[src/rtl/hc138_pkg.sv]
// Shared types and constants for the 74HC138 chip-select arbiter.
// Enable polarities follow the decoder pins: E1/E2 active low, E3 active high.
package hc138_pkg;

  typedef enum logic [1:0] {
    IDLE    = 2'd0,
    SETUP   = 2'd1,
    GRANT   = 2'd2,
    HOLDOFF = 2'd3
  } state_t;

  localparam logic E1_OFF = 1'b1;
  localparam logic E1_ON  = 1'b0;
  localparam logic E2_ON  = 1'b0;
  localparam logic E3_ON  = 1'b1;

  localparam int N_REQ = 8;
  localparam int SEL_W = 3;

endpackage

[src/rtl/rr_pick8.sv]
// Round-robin pick among 8 requesters: the search starts just after 'last'.
// Rotate so req[last+1] lands at bit 0, then take the lowest set bit.
module rr_pick8
  import hc138_pkg::*;
(
  input  logic [N_REQ-1:0] req,
  input  logic [SEL_W-1:0] last,
  output logic             any,
  output logic [SEL_W-1:0] winner
);

  logic [2*N_REQ-1:0] w_dbl;
  logic [N_REQ-1:0]   w_rot;
  logic [3:0]         w_shift;
  logic [SEL_W-1:0]   w_off;

  assign w_shift = {1'b0, last} + 4'd1;
  assign w_dbl   = {req, req};
  assign w_rot   = w_dbl[w_shift +: N_REQ];

  // Scan high to low so the lowest set bit is the final assignment.
  always_comb begin
    w_off = '0;
    for (int i = N_REQ - 1; i >= 0; i--) begin
      if (w_rot[i]) w_off = SEL_W'(i);
    end
  end

  assign any    = |req;
  assign winner = last + 3'd1 + w_off;

endmodule

[src/rtl/hc138_cs_arbiter.sv]
// Shares one 3-to-8 decoder between 8 masters; the select is held with the decoder
// disabled for GUARD_CYC cycles on both sides of every enable window.
module hc138_cs_arbiter
  import hc138_pkg::*;
#(
  parameter int GUARD_CYC = 1,
  parameter int MAX_HOLD  = 16,
  parameter int HOLD_W    = 5
) (
  input  logic             clk,
  input  logic             rst,
  input  logic [N_REQ-1:0] req,
  input  logic [N_REQ-1:0] done,
  output logic [SEL_W-1:0] sel,
  output logic             e1,
  output logic             e2,
  output logic             e3,
  output logic             gnt_valid,
  output logic             timeout,
  output logic [1:0]       dbg_state
);

  localparam int GUARD_W = (GUARD_CYC > 1) ? $clog2(GUARD_CYC) : 1;

  state_t             r_state, w_state_nxt;
  logic [SEL_W-1:0]   r_sel, w_sel_nxt;
  logic [SEL_W-1:0]   r_last, w_last_nxt;
  logic               r_e1, w_e1_nxt;
  logic               r_gnt, w_gnt_nxt;
  logic               r_timeout, w_timeout_nxt;
  logic [GUARD_W-1:0] r_guard, w_guard_nxt;
  logic [HOLD_W-1:0]  r_hold, w_hold_nxt;

  logic               w_any;
  logic [SEL_W-1:0]   w_winner;
  logic               w_done_sel;
  logic               w_req_sel;
  logic               w_limit;
  logic               w_guard_end;

  rr_pick8 u_pick (
    .req    (req),
    .last   (r_last),
    .any    (w_any),
    .winner (w_winner)
  );

  assign w_done_sel  = done[r_sel];
  assign w_req_sel   = req[r_sel];
  assign w_limit     = (r_hold == HOLD_W'(MAX_HOLD - 1));
  assign w_guard_end = (r_guard == GUARD_W'(GUARD_CYC - 1));

  always_ff @(posedge clk or posedge rst) begin
    if (rst) begin
      r_state   <= IDLE;
      r_sel     <= '0;
      r_last    <= 3'd7;
      r_e1      <= E1_OFF;
      r_gnt     <= 1'b0;
      r_timeout <= 1'b0;
      r_guard   <= '0;
      r_hold    <= '0;
    end else begin
      r_state   <= w_state_nxt;
      r_sel     <= w_sel_nxt;
      r_last    <= w_last_nxt;
      r_e1      <= w_e1_nxt;
      r_gnt     <= w_gnt_nxt;
      r_timeout <= w_timeout_nxt;
      r_guard   <= w_guard_nxt;
      r_hold    <= w_hold_nxt;
    end
  end

  always_comb begin
    w_state_nxt   = r_state;
    w_sel_nxt     = r_sel;
    w_last_nxt    = r_last;
    w_e1_nxt      = r_e1;
    w_gnt_nxt     = r_gnt;
    w_timeout_nxt = 1'b0;
    w_guard_nxt   = r_guard;
    w_hold_nxt    = r_hold;
    case (r_state)
      IDLE: begin
        if (w_any) begin
          w_sel_nxt   = w_winner;
          w_state_nxt = SETUP;
          w_guard_nxt = '0;
        end
      end
      SETUP: begin
        if (w_guard_end) begin
          w_state_nxt = GRANT;
          w_e1_nxt    = E1_ON;
          w_gnt_nxt   = 1'b1;
          w_hold_nxt  = '0;
        end else begin
          w_guard_nxt = r_guard + 1'b1;
        end
      end
      GRANT: begin
        w_hold_nxt = r_hold + 1'b1;
        if (w_done_sel || !w_req_sel || w_limit) begin
          w_state_nxt   = HOLDOFF;
          w_e1_nxt      = E1_OFF;
          w_gnt_nxt     = 1'b0;
          w_guard_nxt   = '0;
          // A voluntary release on the same edge as the limit is not a timeout.
          w_timeout_nxt = w_limit && !w_done_sel && w_req_sel;
        end
      end
      HOLDOFF: begin
        if (w_guard_end) begin
          w_state_nxt = IDLE;
          w_last_nxt  = r_sel;
        end else begin
          w_guard_nxt = r_guard + 1'b1;
        end
      end
      default: w_state_nxt = IDLE;
    endcase
  end

  assign sel       = r_sel;
  assign e1        = r_e1;
  assign e2        = E2_ON;
  assign e3        = E3_ON;
  assign gnt_valid = r_gnt;
  assign timeout   = r_timeout;
  assign dbg_state = r_state;

  a_sel_stable_while_enabled : assert property (
    @(posedge clk) disable iff (rst) (r_e1 == E1_ON) |=> $stable(r_sel)
  );

endmodule
[config.mk]
export PLATFORM = sky130hd
export DESIGN_NAME = hc138_cs_arbiter
export DESIGN_NICKNAME = d
export VERILOG_FILES = /design/src/rtl/hc138_pkg.sv /design/src/rtl/rr_pick8.sv /design/src/rtl/hc138_cs_arbiter.sv
export SDC_FILE = /design/constraint.sdc
export NUM_CORES = 1
export LEC_CHECK = 0
export BUFFER_PORTS_ARGS = -buffer_cell sky130_fd_sc_hd__buf_2
export CORE_MARGIN = 3
export CORE_UTILIZATION = 45
export DETAILED_ROUTE_END_ITERATION = 7
export HOLD_SLACK_MARGIN = 0.12
export PLACE_DENSITY = 0.72
export SETUP_SLACK_MARGIN = 0.2
export SYNTH_ARGS = -nofsm -noshare
export SYNTH_HDL_FRONTEND = slang
export SYNTH_SLANG_ARGS = --single-unit
[constraint.sdc]
create_clock -name clk -period 4.8 [get_ports clk]
set_input_delay 0.72 -clock clk [delete_from_list [all_inputs] [get_ports clk]]
set_output_delay 0.72 -clock clk [all_outputs]
set_load 0.02 [all_outputs]
==> results of run 1 <==
path summary, 6_finish.rpt:
kind                                            start                    end  slack [ns]  cells past startpoint
worst max-delay path            r_last[0]$_DFFE_PP1N_     sel[2]$_DFFE_PP0P_        0.96                     12
worst min-delay path                              rst  gnt_valid$_DFFE_PP0P_        0.48                      2
worst max register to register  r_last[0]$_DFFE_PP1N_     sel[2]$_DFFE_PP0P_        0.96                     12
worst min register to register  r_hold[3]$_DFFE_PP0P_  r_hold[3]$_DFFE_PP0P_        0.50                      1
max in group asynchronous                         rst  r_hold[2]$_DFFE_PP0P_        3.93                      2
min in group clk                r_hold[3]$_DFFE_PP0P_  r_hold[3]$_DFFE_PP0P_        0.50                      1
where the power goes:
part	leakage (nW)	switching (W)	total [W]	internal [W]
Combinational	0.572	0.000315	0.000629	0.000314
Clock	0.0210	0.0000452	0.0000914	0.0000463
Sequential	0.196	0.000123	0.000322	0.000199
Total	0.788	0.000483	0.00104	0.000559
layer usage:
| layer | routed length, um | GRT usage |
|---|---|---|
| met1 | 1680 | 0.254 |
| met2 | 1720 | 0.290 |
| met3 | 254 | 0.0393 |
| met4 | 55 | 0.0570 |
| met5 | 0 | 0 |
through the flow:
stage / utilization / total power, W / instance area (sq um) / hold WS, ns / setup WS, ns
2_1_floorplan: - / 0.000800 / 1570 / 0.444 / 1.24
3_5_place_dp: 0.532 / 0.000941 / 1690 / 0.481 / 0.988
3_3_place_gp: 0.532 / 0.000915 / 1690 / 0.461 / 1.14
5_1_grt: 0.544 / 0.00113 / 1730 / 0.528 / 0.732
4_1_cts: 0.544 / 0.00104 / 1730 / 0.500 / 0.992
6_report: 0.544 / 0.00104 / 1730 / 0.482 / 0.956
cell usage in the layout (no fill, tap or decap), types with 3 or more instances in the layout:
master,count
sky130_fd_sc_hd__buf_2,25
sky130_fd_sc_hd__inv_1,16
sky130_fd_sc_hd__nor2_1,12
sky130_fd_sc_hd__dfrtp_1,12
sky130_fd_sc_hd__nand2_1,11
sky130_fd_sc_hd__mux2i_1,10
sky130_fd_sc_hd__o21ai_0,9
sky130_fd_sc_hd__mux4_1,7
sky130_fd_sc_hd__a21oi_1,6
sky130_fd_sc_hd__ha_1,6
sky130_fd_sc_hd__mux2_2,5
sky130_fd_sc_hd__mux4_2,5
sky130_fd_sc_hd__nand3_1,4
sky130_fd_sc_hd__o32ai_1,4
sky130_fd_sc_hd__nor3_1,4
sky130_fd_sc_hd__dfstp_2,4
sky130_fd_sc_hd__nor2b_1,3
sky130_fd_sc_hd__clkbuf_4,3
registers in the layout, summed over array words and instances (netlist names):
signal and count:
r_hold 5, r_last 3, sel 3, dbg_state 2, e1 1, gnt_valid 1, timeout 1
logic make-up after synthesis:
logic type / Yosys count
flip-flops: 16
adder cells (fa/ha/maj): 7
buffers and inverters: 27
AO/OA/AOI/OAI: 36
XOR/XNOR: 1
other: 2
AND/OR/NAND/NOR: 44
multiplexers: 28
layout make-up:
type | count | area (sq um)
clock buffers | 4 | 36.3
fillers | 302 | 1450
inverters | 16 | 60.1
multi-input cells | 118 | 1050
flip-flops and latches | 16 | 405
well taps | 44 | 55.1
repair buffers | 25 | 125
==> results list, run 1 <==
- The worst setup path is launched from a register.
* Fraction of layout instances using a drive strength above 1: 0.263
- Max-capacitance violation count: 0
* Flop and latch count out of synthesis: 16
- The number of buffers and inverters on the critical path is 1.
- After synthesis, the netlist uses 45 different library cells.
- Drc violations: 0
* Number of buffers added on ports: 25
* Global-route total usage across every layer: 0.184
- The count of nets left with antenna violations once routing finished came out at 0.
- Critical path endpoint category: register
- A synthesized cell averages 9.76 sq um.
- Most used standard cells in the synthesized netlist: 16 x sky130_fd_sc_hd__inv_1, 12 x sky130_fd_sc_hd__dfrtp_1, 12 x sky130_fd_sc_hd__nor2_1, 11 x sky130_fd_sc_hd__nand2_1, 10 x sky130_fd_sc_hd__mux2i_1
- By area, the combinational part of the netlist is dominated by multiplexers.
* Clock transition at the registers of the reported paths: 0.10 ns
- Of the post-synthesis cell area, the dominant cell type holds 0.191.
- PD cells: 603 nW/um^2
- The die covers 4240 sq um.
* Synth Area in Simple Gates: 0.135
* Die boundary width: 65.1 um
- Hold violation count in the final report: 0
- Once the clock tree was built, the setup fixing pass inserted 0 buffers.
- For the final database, setup skew stands at 0.00100 ns.
* Maximum number of pins on one net before global-route repair: 27
- The routed design has 3710 um of wire.
* Highest achievable clock rate: 260 MHz
- Post-synth top flop: sky130_fd_sc_hd__dfrtp_1
- The finished layout holds 223 standard cells, fillers aside.
* Count of instances resized after the clock tree is built: 0
- Worst max-slew margin expressed relative to the limit: 0.592
- Worst hold path class: input port to asynchronous set/reset pin
- Number of ports placed on the die boundary: 28
* List of cells traversed by the critical path: mux4_1, o21a_1, a311oi_1, a211oi_1, o21ai_0, ha_1, inv_1, fa_1, xor2_1, or2_2, a2111oi_0, a221o_1
* Global placement routability congestion: 0.916
- Setup repair after global routing left no endpoint under its margin.
- Yosys mapped a number of flops with a built-in enable equal to 0.
* WL per Instance: 16.6 um
- Number of antenna violations at the first check in global routing: 0
* Clk sink count: 16
- Share of synthesized flip-flops with an asynchronous set or reset: 1.00
- The critical path is of the register to register type.
- Mux share of post-synthesis cell area: 0.298
- Slew Limit Fails: 0
* Top Family by Delay on Critical Path: compound AO/OA/AOI/OAI gates
* Fraction of the cycle the final worst path needs: 0.801
- In the post-synthesis netlist, the cell with the most instances is sky130_fd_sc_hd__inv_1.
- Total negative slack for setup checks: 0 ns
- The via count of the first global-routing pass was 1,298.
* Hold Buf Count CTS: 0
* CTS tree: built
* Number of placed cells counting well taps: 219
* Cell types occupying the most area after synthesis: sky130_fd_sc_hd__dfrtp_1 19%, sky130_fd_sc_hd__mux4_1 12%, sky130_fd_sc_hd__mux4_2 7.2%
* Setup violations, final: 0
- In this run the cell area of the synthesized design comes to 1570 sq um.
- From bottom edge to top edge, the die measures 65.1 um.
- Vias per std cell: 6.07
- The clock passes through at most 2 buffers.
- The largest single stage delay on the critical path is 0.78 ns.
- Of the total synthesized cell area, the portion taken by full adders, half adders and majority gates is 0.0605.
- Detailed placement finished with a half-perimeter wire length of 2770 um.
- Global-route wire length before repair: 6080 um
- # H-tree levels: 1
- 0 antenna diodes ended up in the layout.
* Outcome: finished, final reports clean
- In this run the worst path has a maximum fanout of 14.
- Layout overhead on the synthesized area: 9.95%
- During synthesis, Yosys emitted a total of 0 warnings.
- For the pin with the worst max-slew slack, the measured transition is 0.611 ns.
* Clock latency reported for the late side of the worst-skew pair: 0.29 ns
* Leakage power: 0.788 nW
* Initial Utilization: 0.494
- Data arrival time at the worst-slack endpoint: 4.08 ns
- Buffer cell driving the clock tree root: sky130_fd_sc_hd__clkbuf_4
* Min Tclk post-route: 3.84 ns
- Of the synthesized area, sequential elements account for 0.258.
* Post-Syn Instances: 161
* Row count: 20
- Of the total synthesized cell area, the portion taken by XOR and XNOR cells is 0.00557.
- Worst VDD drop: 0.324 mV
- Post-synthesis compound-gate area fraction: 0.162
- Data on the critical path is required at its endpoint by 5.04 ns.
- At the end of the flow, the number of nets in the layout was 205.
* Largest area contributor in the synthesized netlist: sky130_fd_sc_hd__dfrtp_1
- In this run the standard cell core region covers 3180 sq um.
* First-pass detailed-route iteration total: 5
- For this block, the via count after detailed routing is 1,354.
* Violation count after the first detailed-routing iteration: 53
- The number of clock buffers added by TritonCTS is 3.
- The total overflow left after global routing is 0.
- For this design, the slowest cell found on the critical path is sky130_fd_sc_hd__dfstp_2.
- Synthesized net count: 186
No activity file was read; power rests on OpenSTA's default activity.
==> run 2, diff against run 1 <==
ABC_AREA = 1   (was unset)
PLACE_DENSITY = 0.75   (was 0.72)
clock period = 3.1 ns   (was 4.8 ns; I/O delays follow)
==> results list, run 2 <==
- The finished cells cover 1560 sq um.
- Endpoint required time on the critical path: 3.27 ns
- STA classifies the critical path endpoint as a register.
- Net count, final: 250
* Max-capacitance violation count: 0
- Drc violations: 0
* Most frequent standard cell in the layout excluding fill and tap cells: sky130_fd_sc_hd__nand2_1
- Entering global routing, the biggest net connects 17 pins.
- The clock passes through at most 2 buffers.
* Hold Buf Count CTS: 0
- The netlist uses 32 different library cells.
- Clock power share: 0.062
- Remaining global-route overflow: 0
- Buffer cell driving the clock tree root: sky130_fd_sc_hd__clkbuf_4
* Leakage power: 0.796 nW
* PD cells: 1080 nW/um^2
- The count of final hold-check violations was 0.
* Slowest-stage cell, CP: sky130_fd_sc_hd__dfstp_2
- At the later pin of the worst-skew pair, clock insertion delay measures 0.28 ns.
- The worst path in the final design needs a cycle of 2.63 ns, including I/O delays and setup.
- The die covers 3850 sq um.
* Antenna diode count: 0
* Critical path buffer and inverter count: 2
- Type of the setup path with the least slack: register to register
- List of cells traversed by the critical path: clkinv_1, nand3_1, nand2_1, nand2_1, nand2_1, nand2_1, nand2_1, nand2_1, nand2_1, nand2_1, ha_1, inv_1, fa_1, xor2_1, nand3_1, nand3_1, nand2_1
- Tot Pwr: 0.00168 W
- Number of buffers added for setup after CTS: 0
- Die boundary width: 62.1 um
- # H-tree levels: 1
* Internal: 0.000761 W
* Clk sink count: 16
- In this run the worst hold path is classified as input port to asynchronous set/reset pin.
- Once the clock tree was built, the resizer swapped 0 gates to a different size.
- Synthesized net count: 227
- Number of global-route vias before repair: 1,163
* Worst VDD drop: 0.673 mV
- Delay of the slowest cell on the worst path: 0.66 ns
- For this run, the detailed router's first-pass iteration total came to 4.
* Global-route wire length before repair: 4820 um
- Headroom to the max-slew limit came out at 0.610.
- For this configuration, the core starts out at a cell density of 0.492.
- Largest area contributor in the synthesized netlist: sky130_fd_sc_hd__dfrtp_1
- The register with the most flip-flops in the layout has 5 of them.
- Clock transition at the registers of the reported paths: 0.09 ns
* Post-Syn Instances: 202
* Share of the yosys chip area belonging to registers: 0.287
- The library cells used most frequently in the layout, excluding fill and tap cells, are 61 x sky130_fd_sc_hd__nand2_1, 25 x sky130_fd_sc_hd__buf_2, 21 x sky130_fd_sc_hd__nand3_1.
- TritonCTS created 3 clock buffers.
- In the final routed layout, each cell accounts on average for 11.4 um.
* Cell area after technology mapping: 1410 sq um
- Setup repair after global routing left no endpoint under its margin.
* Highest achievable clock rate: 381 MHz
- Setup slack of the critical path after layout: 0.475 ns
- Row count: 19
* CTS tree: built
- The max-slew violation total from the final report came to 0.
- Fraction of the cycle the final worst path needs: 0.847
- On the critical path the largest part of the delay comes from simple AND/OR/NAND/NOR gates.
- Total negative slack for setup checks: 0 ns
* Most frequent cell after synthesis: sky130_fd_sc_hd__nand2_1
* Maximum net fanout on the critical path: 11
- Area inside the core boundary: 2880 sq um
- Layout overhead on the synthesized area: 10.4%
- After synthesis the netlist holds a flip-flop and latch count of 16.
- Ranked by total cell area, the synthesized netlist is headed by sky130_fd_sc_hd__dfrtp_1 21%, sky130_fd_sc_hd__nand2_1 16%, sky130_fd_sc_hd__dfstp_2 7.4%.
- Post-synth top flop: sky130_fd_sc_hd__dfrtp_1
- Fraction of layout instances using a drive strength above 1: 0.269
- Sorting the synthesized cells by how often they occur yields 61 x sky130_fd_sc_hd__nand2_1, 21 x sky130_fd_sc_hd__nand3_1, 17 x sky130_fd_sc_hd__inv_1, 14 x sky130_fd_sc_hd__nand2_2, 12 x sky130_fd_sc_hd__dfrtp_1.
- Final clock skew: 0.00611 ns
- Number of ports placed on the die boundary: 28
- Via count: 1,351
- Before CTS, the worst setup slack after placement is 0.515 ns.
* Yosys warnings: 0
- Yosys mapped a number of flops with a built-in enable equal to 0.
- Final standard cell utilization of the core: 0.543
- In this run the mean area of a mapped cell was 7.00 sq um.
- Dividing the detail-routed via count by the number of cells gives 5.10.
* Antenna Violating Nets Remaining: 0
* Violation count after the first detailed-routing iteration: 70
- Sequential fraction of design power: 0.268
* Vertical die dimension: 62.1 um
- Switching power share of the total: 0.548
- The analysis attributes to net switching a power of 0.000921 W.
- The worst setup path is launched from a register.
* Cell type with the highest occurrence count on the critical path: sky130_fd_sc_hd__nand2_1
- Summing all placed instances gives a cell area of 1540 sq um.
* Setup violations, final: 0
- Outcome: finished, final reports clean
- Share of synthesized flip-flops with an asynchronous set or reset: 1.00
* Combinational share of power: 0.671
- Wires add up to 3020 um.
* Transition time at the pin with the least slew margin: 0.584 ns
- Number of antenna violations at the first check in global routing: 0
- Of the post-synthesis cell area, the dominant cell type holds 0.212.
* Most flops, register: r_hold
* Global-route total usage across every layer: 0.166
- Number of buffers added on ports: 25
- Global placement routability congestion: 0.842
* Half-perimeter wire length after detailed placement: 2460 um
* Data arrival time at the worst-slack endpoint: 2.80 ns
[run 2: cell count changes in the layout (fill, tap and decap cells not counted), sizes merged, moves of 6 or more]
cell / before / now
mux2: 6 / 0
nand3: 4 / 29
nand2: 11 / 77
mux4: 12 / 0
mux2i: 10 / 0
[run 2: final cells by class]
cell class                 count  area, sq um
fill                         292         1320
tap                           42         52.6
timing repair buffer          25          125
inverter                      21         88.8
clock buffer                   3         22.5
sequential                    16          405
multi-input combinational    158          867
[run 2: final timing paths]
path / slack [ns] / end / startpoint / cells after the start
max in group asynchronous: 2.48 / sel[2]$_DFFE_PP0P_ / rst / 2
worst min-delay path: 0.23 / r_hold[2]$_DFFE_PP0P_ / rst / 2
min in group clk: 0.46 / e1$_DFFE_PP1P_ / e1$_DFFE_PP1P_ / 2
worst max register to register: 0.47 / sel[2]$_DFFE_PP0P_ / r_last[2]$_DFFE_PP1N_ / 17
worst max-delay path: 0.47 / sel[2]$_DFFE_PP0P_ / r_last[2]$_DFFE_PP1N_ / 17
worst min register to register: 0.46 / e1$_DFFE_PP1P_ / e1$_DFFE_PP1P_ / 2
[run 2: stage by stage]
step                      std cells  hold slack, ns
after floorplan                 202           0.376
after global placement          262           0.453
after detailed placement        262           0.455
after CTS                       265           0.248
after global routing            265           0.273
final                           265           0.232
[run 2: cells by family (layout without fill, tap and decap cells)]
logic type | count (synthesis) | after routing | share of synthesized area
AOI/OAI and AO/OA | 22 | 22 | 0.0885
and+or+nand+nor | 126 | 126 | 0.446
buffers and inverters | 28 | 49 | 0.100
DFF | 16 | 16 | 0.287
adders and majority gates | 7 | 7 | 0.0673
xor gates and xnor gates | 1 | 1 | 0.00620
other | 2 | 2 | 0.00531
[run 2: power groups by stage]
stage,clock [W],combinational (W),sequential [W]
6_report,0.000103,0.00113,0.000451
5_1_grt,0.000119,0.00129,0.000466
4_1_cts,0.000108,0.00113,0.000449
3_5_place_dp,0,0.00113,0.000453
3_3_place_gp,0,0.00112,0.000449
2_1_floorplan,0,0.000912,0.000437
[run 2: routing by layer]
layer  track usage  wire length [um]  part of all wire  vias up
met5             0                 0                 0        -
met4        0.0303                27            0.0089        0
met3        0.0372               209             0.069        4
met2         0.283              1340              0.44       49
met1         0.216              1440              0.48      602
li1              -                 -                 -      696
==> run 3, diff against run 2 <==
ABC_AREA = 0   (was 1)
PLACE_DENSITY = 0.74   (was 0.75)
clock period = 2.4 ns   (was 3.1 ns; I/O delays follow)
==> results list, run 3 (synthesis gave the netlist of run 1 again) <==
* Outcome: finished with violations
- The final reports fail on setup timing.
* Placed Instance Area: 1980 sq um
- Layout overhead on the synthesized area: 31.1%
- TritonCTS built the clock tree.
- Clock transition at the registers of the reported paths: 0.10 ns
- The first global-routing pass estimated 7450 um of wire.
* Global placement routability congestion: 0.864
* Buffer cell driving the clock tree root: sky130_fd_sc_hd__clkbuf_4
- Vias per std cell: 5.85
- Die boundary width: 65.1 um
- The die covers 4240 sq um.
- At the end of the flow, the number of nets in the layout was 243.
- Setup slack on the critical path of the routed design comes to -0.769 ns.
* Vertical die dimension: 65.1 um
- The routed design has 4440 um of wire.
* Maximum net fanout on the critical path: 5
* Maximum number of pins on one net before global-route repair: 17
- Leakage power: 0.967 nW
* Delay of the slowest cell on the worst path: 0.62 ns
* Final standard cell utilization of the core: 0.648
* Number of global-route vias before repair: 1,545
- The worst setup path is launched from a register.
* Worst VDD drop: 0.911 mV
- Min Tclk post-route: 3.17 ns
- Setup violations, final: 2
* Max FFs per register: 5
- Final hold analysis gives a worst-case slack of 0.108 ns.
- The largest individual stage delay along the critical path comes from the cell sky130_fd_sc_hd__dfstp_2.
* First-pass detailed-route iteration total: 4
- The worst setup path is of the register to register kind.
- Violation count after the first detailed-routing iteration: 73
- Worst hold path class: input port to asynchronous set/reset pin
* Length in cells of the worst reg-to-reg path: 12
* Clock latency reported for the late side of the worst-skew pair: 0.30 ns
- For the pin with the worst max-slew slack, the measured transition is 0.607 ns.
* Hold Buf Count CTS: 0
* Via count: 1,528
- Setup repair after global routing could not meet its margin everywhere.
- Antenna Violating Nets Remaining: 0
* Highest achievable clock rate: 316 MHz
* Commonest cells after routing, fill and taps aside: 35 x sky130_fd_sc_hd__buf_4, 25 x sky130_fd_sc_hd__buf_2, 15 x sky130_fd_sc_hd__inv_1
* Worst max-slew margin expressed relative to the limit: 0.595
* PD cells: 1260 nW/um^2
- Of the cells placed in the final design, the portion with a size suffix greater than 1 is 0.442.
- Port buffering added 25 buffers.
- Initial Utilization: 0.494
- The tool flagged a number of max-cap violations equal to 0.
* Number of antenna violations at the first check in global routing: 0
* Clk sink count: 16
* Most frequent standard cell in the layout excluding fill and tap cells: sky130_fd_sc_hd__buf_4
* Most flops, register: r_hold
- CTS built an H-tree with a depth of 1.
* Data arrival time at the worst-slack endpoint: 3.42 ns
* Half-perimeter wire length after detailed placement: 3450 um
* Fraction of the cycle the final worst path needs: 1.32
- After floorplanning, the core was divided into 20 placement rows.
* Slew Limit Fails: 0
- Endpoint required time on the critical path: 2.65 ns
- Critical path endpoint category: register
- The repair_antennas step left the layout with diodes totalling 0.
* Drc violations: 0
* Number of ports placed on the die boundary: 28
* List of cells traversed by the critical path: mux4_2, o21a_1, a311oi_2, a211oi_1, o21ai_1, ha_2, inv_2, fa_2, xor2_1, or2_4, a2111oi_4, a221o_1
- In the global route stage, overall resource usage came out at 0.228.
- Timing analysis after detailed placement gives a worst setup slack of -0.798 ns.
* Final design instance area without fill: 2060 sq um
- For the final database, setup skew stands at 0.0167 ns.
- The clock passes through at most 2 buffers.
- Remaining global-route overflow: 0
- After floorplanning, the core was sized to cover 3180 sq um.
- Hold violation count in the final report: 0
* Inserted Clock Buffers: 3
- Dividing the detail-routed wire length by the instance count gives 17.0 um.
[run 3: what timing repair did]
action,in CTS,in global routing
endpoints found under the setup margin,3,3
buffers inserted,2,1
gates resized for setup,8,3
[run 3: report_power, final]
part / leakage, nW / switching [W] / internal, W
Sequential: 0.196 / 0.000140 / 0.000396
Combinational: 0.750 / 0.000925 / 0.000951
Clock: 0.0210 / 0.0000903 / 0.0000925
Total: 0.967 / 0.00116 / 0.00144
[run 3: worst paths after layout]
| path | from | end | slack [ns] |
|---|---|---|---|
| max | r_last[0]$_DFFE_PP1N_ | sel[2]$_DFFE_PP0P_ | -0.77 |
| min | rst | r_hold[2]$_DFFE_PP0P_ | 0.11 |
| max reg2reg | r_last[0]$_DFFE_PP1N_ | sel[2]$_DFFE_PP0P_ | -0.77 |
| min reg2reg | r_hold[3]$_DFFE_PP0P_ | r_hold[3]$_DFFE_PP0P_ | 0.49 |
| max in group asynchronous | rst | sel[1]$_DFFE_PP0P_ | 1.88 |
| min in group clk | r_hold[3]$_DFFE_PP0P_ | r_hold[3]$_DFFE_PP0P_ | 0.49 |
[run 3: stage by stage]
| step | total power [W] | instances | TNS (ns) |
|---|---|---|---|
| global route | 0.00276 | 261 | -1.45 |
| floorplan | 0.00168 | 161 | -0.938 |
| finish | 0.00259 | 261 | -1.21 |
| CTS | 0.00255 | 260 | -1.19 |
| global placement | 0.00215 | 254 | -1.20 |
| detailed placement | 0.00224 | 254 | -1.38 |
[run 3: worst max-delay path, delay by kind of cell (launching register included)]
family / cells / cell delay [ns]
XOR/XNOR: 1 / 0.15
adder cells (fa/ha/maj): 2 / 0.52
AO/OA/AOI/OAI: 6 / 0.99
buffers and inverters: 1 / 0.04
flip-flops: 1 / 0.62
AND/OR/NAND/NOR: 1 / 0.24
multiplexers: 1 / 0.57
[run 3: final cells by class]
cell class	instances	area (sq um)
well taps	44	55.1
clock buffers	4	36.3
repair buffers	63	430
fillers	263	1120
flip-flops and latches	16	405
multi-input cells	118	1070
inverters	16	60.1
[run 3: layer usage]
metal / part of all wire / GRT usage
met5: 0 / 0
met2: 0.52 / 0.400
met3: 0.048 / 0.0393
met4: 0.012 / 0.0570
met1: 0.42 / 0.293
